### src/rtl/cello_tt_pkg.sv
// Shared types and constants for the 3-input truth-table sweeper.
package cello_tt_pkg;
    localparam int ROWS  = 8;
    localparam int ROW_W = 3;
    localparam int CNT_W = 8;

    typedef enum logic [1:0] {
        IDLE  = 2'd0,
        SWEEP = 2'd1,
        DONE  = 2'd2
    } tt_state_e;

    // Row 000 lands in the MSB of the captured table, row 111 in the LSB.
    function automatic logic [ROW_W-1:0] tt_bit(input logic [ROW_W-1:0] row);
        return ROW_W'(ROWS - 1) - row;
    endfunction
endpackage

### src/rtl/tt_settle_timer.sv
// Settle counter: counts cycles a row has been held; tc_o marks the sample cycle.
module tt_settle_timer
    import cello_tt_pkg::*;
#(
    parameter int SETTLE = 4
) (
    input  logic clk,
    input  logic rst,
    input  logic load_i,
    input  logic en_i,
    output logic tc_o
);
    localparam logic [CNT_W-1:0] LAST = CNT_W'(SETTLE - 1);

    logic [CNT_W-1:0] cnt_q;

    always_ff @(posedge clk) begin
        if (rst || load_i) begin
            cnt_q <= '0;
        end else if (en_i) begin
            cnt_q <= cnt_q + 1'b1;
        end
    end

    assign tc_o = (cnt_q == LAST);
endmodule

### src/rtl/truth_table_sweep.sv
// Drives all 8 input rows of a 3-input stage, captures its output per row,
// and compares the captured truth table against an expected one.
module truth_table_sweep
    import cello_tt_pkg::*;
#(
    parameter int SETTLE = 4
) (
    input  logic       clk,
    input  logic       rst,
    input  logic       start,
    input  logic       abort,
    input  logic [7:0] exp_tt,
    input  logic       dut_out,
    output logic       in1,
    output logic       in2,
    output logic       in3,
    output logic       busy,
    output logic       done,
    output logic [7:0] tt,
    output logic       match
);
    tt_state_e        state_q;
    logic [ROW_W-1:0] row_q;
    logic [ROW_W-1:0] drv_q;
    logic [7:0]       exp_q;
    logic [7:0]       tt_q;
    logic [7:0]       tt_d;
    logic             match_q;
    logic             busy_q;
    logic             done_q;
    logic             tc;
    logic             tmr_load;
    logic             tmr_en;

    // Timer restarts on sweep entry, after every sample, and on abort.
    assign tmr_load = ((state_q == IDLE) && start) ||
                      ((state_q == SWEEP) && (tc || abort));
    assign tmr_en   = (state_q == SWEEP);

    tt_settle_timer #(.SETTLE(SETTLE)) u_timer (
        .clk    (clk),
        .rst    (rst),
        .load_i (tmr_load),
        .en_i   (tmr_en),
        .tc_o   (tc)
    );

    always_comb begin
        tt_d = tt_q;
        tt_d[tt_bit(row_q)] = dut_out;
    end

    always_ff @(posedge clk) begin
        if (rst) begin
            state_q <= IDLE;
            row_q   <= '0;
            drv_q   <= '0;
            exp_q   <= '0;
            tt_q    <= '0;
            match_q <= 1'b0;
            busy_q  <= 1'b0;
            done_q  <= 1'b0;
        end else begin
            done_q <= 1'b0;
            case (state_q)
                IDLE: begin
                    if (start) begin
                        exp_q   <= exp_tt;
                        tt_q    <= '0;
                        match_q <= 1'b0;
                        row_q   <= '0;
                        drv_q   <= '0;
                        busy_q  <= 1'b1;
                        state_q <= SWEEP;
                    end
                end
                SWEEP: begin
                    if (abort) begin
                        tt_q    <= '0;
                        match_q <= 1'b0;
                        row_q   <= '0;
                        drv_q   <= '0;
                        busy_q  <= 1'b0;
                        state_q <= IDLE;
                    end else if (tc) begin
                        tt_q <= tt_d;
                        if (row_q == ROW_W'(ROWS - 1)) begin
                            // Compare against the table including this last bit so match lines up with done.
                            match_q <= (tt_d == exp_q);
                            done_q  <= 1'b1;
                            busy_q  <= 1'b0;
                            drv_q   <= '0;
                            state_q <= DONE;
                        end else begin
                            row_q <= row_q + 3'd1;
                            drv_q <= row_q + 3'd1;
                        end
                    end
                end
                DONE: begin
                    row_q   <= '0;
                    state_q <= IDLE;
                end
                default: state_q <= IDLE;
            endcase
        end
    end

    assign {in1, in2, in3} = drv_q;
    assign busy  = busy_q;
    assign done  = done_q;
    assign tt    = tt_q;
    assign match = match_q;
endmodule

### config.mk
export PLATFORM = sky130hd
export DESIGN_NAME = truth_table_sweep
export DESIGN_NICKNAME = d
export VERILOG_FILES = /design/src/rtl/cello_tt_pkg.sv /design/src/rtl/tt_settle_timer.sv /design/src/rtl/truth_table_sweep.sv
export SDC_FILE = /design/constraint.sdc
export NUM_CORES = 1
export LEC_CHECK = 0
export ABC_AREA = 1
export CORE_AREA = 2 2 61 63
export DETAILED_ROUTE_END_ITERATION = 10
export DIE_AREA = 0 0 63 65
export GPL_TIMING_DRIVEN = 0
export PLACE_DENSITY = 0.76
export SLEW_MARGIN = 5
export SYNTH_ARGS = -nofsm -noshare
export SYNTH_HDL_FRONTEND = slang
export SYNTH_SLANG_ARGS = --single-unit
### constraint.sdc
create_clock -name clk -period 2.6 [get_ports clk]
set_input_delay 0.26 -clock clk [delete_from_list [all_inputs] [get_ports clk]]
set_output_delay 0.26 -clock clk [all_outputs]
set_load 0.005 [all_outputs]
==> results.toml <==
[place]
hpwl_mm = 3.01
postPlaceCellArea_mm2 = 0.00212
placedCellCount = 325
dpl_worst_slack_ns = 0.676
io_buffer_count = 26
gp_congestion = 0.913

[die]
start_util = 0.516
chipWidth_um = 63
core_mm2 = 0.00350
die-area_mm2 = 0.00410
placementRows = 22
ios = 27
die_h_um = 65

[timing]
hold_viol_final = 0
fin_ws_ns = 0.892
worstMarginPinSlew_ns = 0.379
whs_ns = 0.473
period_minus_slack_ns = 1.71
skew_ns = 0.0107
max-slew-margin-rel = 0.747
drv_slew = 0
max_freq_ghz = 0.586
setup_tns_ns = 0
setup_viol = 0
rsz0062_at_grt = "no"
finalCritPeriodShare = 0.657

[route]
via_per_inst = 5.16
wl_per_cell_um = 12.3
vias = 1718
drc = 0
firstDrtPassIters = 4
ant_nets = 0
routed_wl_mm = 4.10
drtIter0Drc = 96

[clock_network]
clockBufferDepth = 2
htreeDepth = 2
clk_pin_slew_ns = 0.10
numCtsBuffers = 5
cts_tree = "done"
cts_setup_buffers = 0
clkSinkCount = 35
cts-root-buf = "clkbuf_4"
cts_hold_buffers = 0
insertion_delay_ns = 0.35
cts_resized = 0

[layout]
most-common-layout-cells = "nand2_1 (52), dfxtp_1 (35), nand3_1 (26), clkdlybuf4s50_1 (26), inv_1 (25)"
fillerInstances = 340
stdcell_count = 333
final_common_cell = "nand2_1"
area_growth_pct = 21.6
antennaDiodeCount = 0
drive_gt1_frac = 0.105
nNetsFinal = 300
finish.utilization = 0.627
final_area_mm2 = 0.00219

[critical_path]
timing.rr.start = "u_timer.cnt_q[0]"
endpoint_kind = "flip-flop"
arrival_ns = 1.98
crit_path_max_fanout = 8
required_ns = 2.87
startpoint_type = "flip-flop"
r2r_slack_ns = 0.89
crit_start = "u_timer.cnt_q[0]"
path_class = "flip-flop to flip-flop"

[yosys]
yosysTopAreaCellShare = 0.389
yosysSeqAreaShare = 0.389
ys_async_sr_fraction = 0
synth_area_mm2 = 0.00180
synth_warnings = 0
ys_types = 33
synth_flop_cell = "dfxtp_1"
synthesis.nets = 267
synth_cells = 251
yosysTopAreaCell = "dfxtp_1"
ys_top_cells_by_area = "dfxtp_1 (39%), nand2_1 (11%), nand3_1 (7.2%)"
synth_edf_count = 0
synth.avg_cell_area_um2 = 7.18
ys_ff_latch = 35

[power_and_ir_drop]
internal-power_mw = 0.792
p_leak_nw = 0.871
p_comb_frac = 0.168
seqPwrFrac = 0.515
p_sw_mw = 0.319
report.power.total_mw = 1.11
power_density_mw_per_mm2 = 507
clockPowerShare = 0.316
ir_drop_v = 0.000287
switching_share = 0.287

[grt]
antenna_found_initial = 0
grtUsageMet3 = 0.0538
grt_use_met1 = 0.276
grt-busiest-layer = "met2"
grt_pass1_wl_mm = 7.20
grt_max_degree = 11
grt_use_met2 = 0.382
grt_pass1_vias = 1596
grt_usage = 0.224
overflow = 0

[run]
cap_violations = 0

[outcome]
run_status = "completed"

[hold_path]
hold_class = "flip-flop to flip-flop"
min-delay-start = "exp_q[7]"
[Yosys cell counts (2+ instances only)]
master	number
ha_1	3
nor3_1	3
nor2_1	23
o21ai_2	2
buf_2	2
nand3_4	3
a21oi_1	15
dfxtp_1	35
nand3_1	26
nand2_4	2
nand4_1	10
nand2_1	52
nand3b_1	2
xor2_1	2
nor3b_1	3
o21ai_0	14
nor4_1	2
inv_1	25
o22ai_1	6
nor2_2	2
buf_4	2
inv_2	6
[final cells by class]
type / count / area [µm²] / share of cell area
Tap cell: 48 / 60.1 / 0.0274
Buffer: 6 / 40.0 / 0.0183
Sequential cell: 35 / 701 / 0.320
Timing Repair Buffer: 26 / 260 / 0.119
Clock buffer: 8 / 68.8 / 0.0314
Multi-Input combinational cell: 178 / 940 / 0.429
Inverter: 32 / 123 / 0.0559
[layer usage]
| layer | wire [µm] | vias to the layer above |
|---|---|---|
| met2 | 1880 | 43 |
| met4 | 63 | 0 |
| met1 | 1930 | 764 |
| li1 | - | 905 |
| met3 | 236 | 6 |
| met5 | 0 | - |
[kinds of logic after synthesis]
logic type	share of synthesized area
AO/OA/AOI/OAI	0.121
XOR/XNOR	0.0146
adder cells (fa/ha/maj)	0.0208
buffers and inverters	0.0902
flip-flops	0.389
AND/OR/NAND/NOR	0.364
[sequential cells by signal, summed over array words and instances (netlist names)]
signal         count
busy               1
exp_q              8
done               1
tt                 8
match              1
state_q            2
drv_q              3
row_q              3
u_timer.cnt_q      8
[worst max-delay path: stages, from the launching register on]
cell and delay [ns]:
dfxtp_1 0.40, ha_1 0.17, inv_1 0.06, nor3_1 0.13, nand3_1 0.18, nand3_4 0.14, nand3_4 0.13, inv_2 0.13
nand3_4 0.14, o22ai_1 0.15
[power groups by stage]
stage	registers (mW)	logic [mW]	clock network, mW
final	0.573	0.187	0.351
after global routing	0.576	0.213	0.379
after CTS	0.573	0.188	0.360
after detailed placement	0.585	0.187	0
after global placement	0.584	0.185	0
after floorplan	0.583	0.122	0
[final timing paths]
kind	end	cells past startpoint
hold reg to reg	exp_q[7]	2
setup / recovery	tt[4]	9
hold / removal	exp_q[7]	2
setup reg to reg	tt[4]	9
No activity file was read; power rests on OpenSTA's default activity.
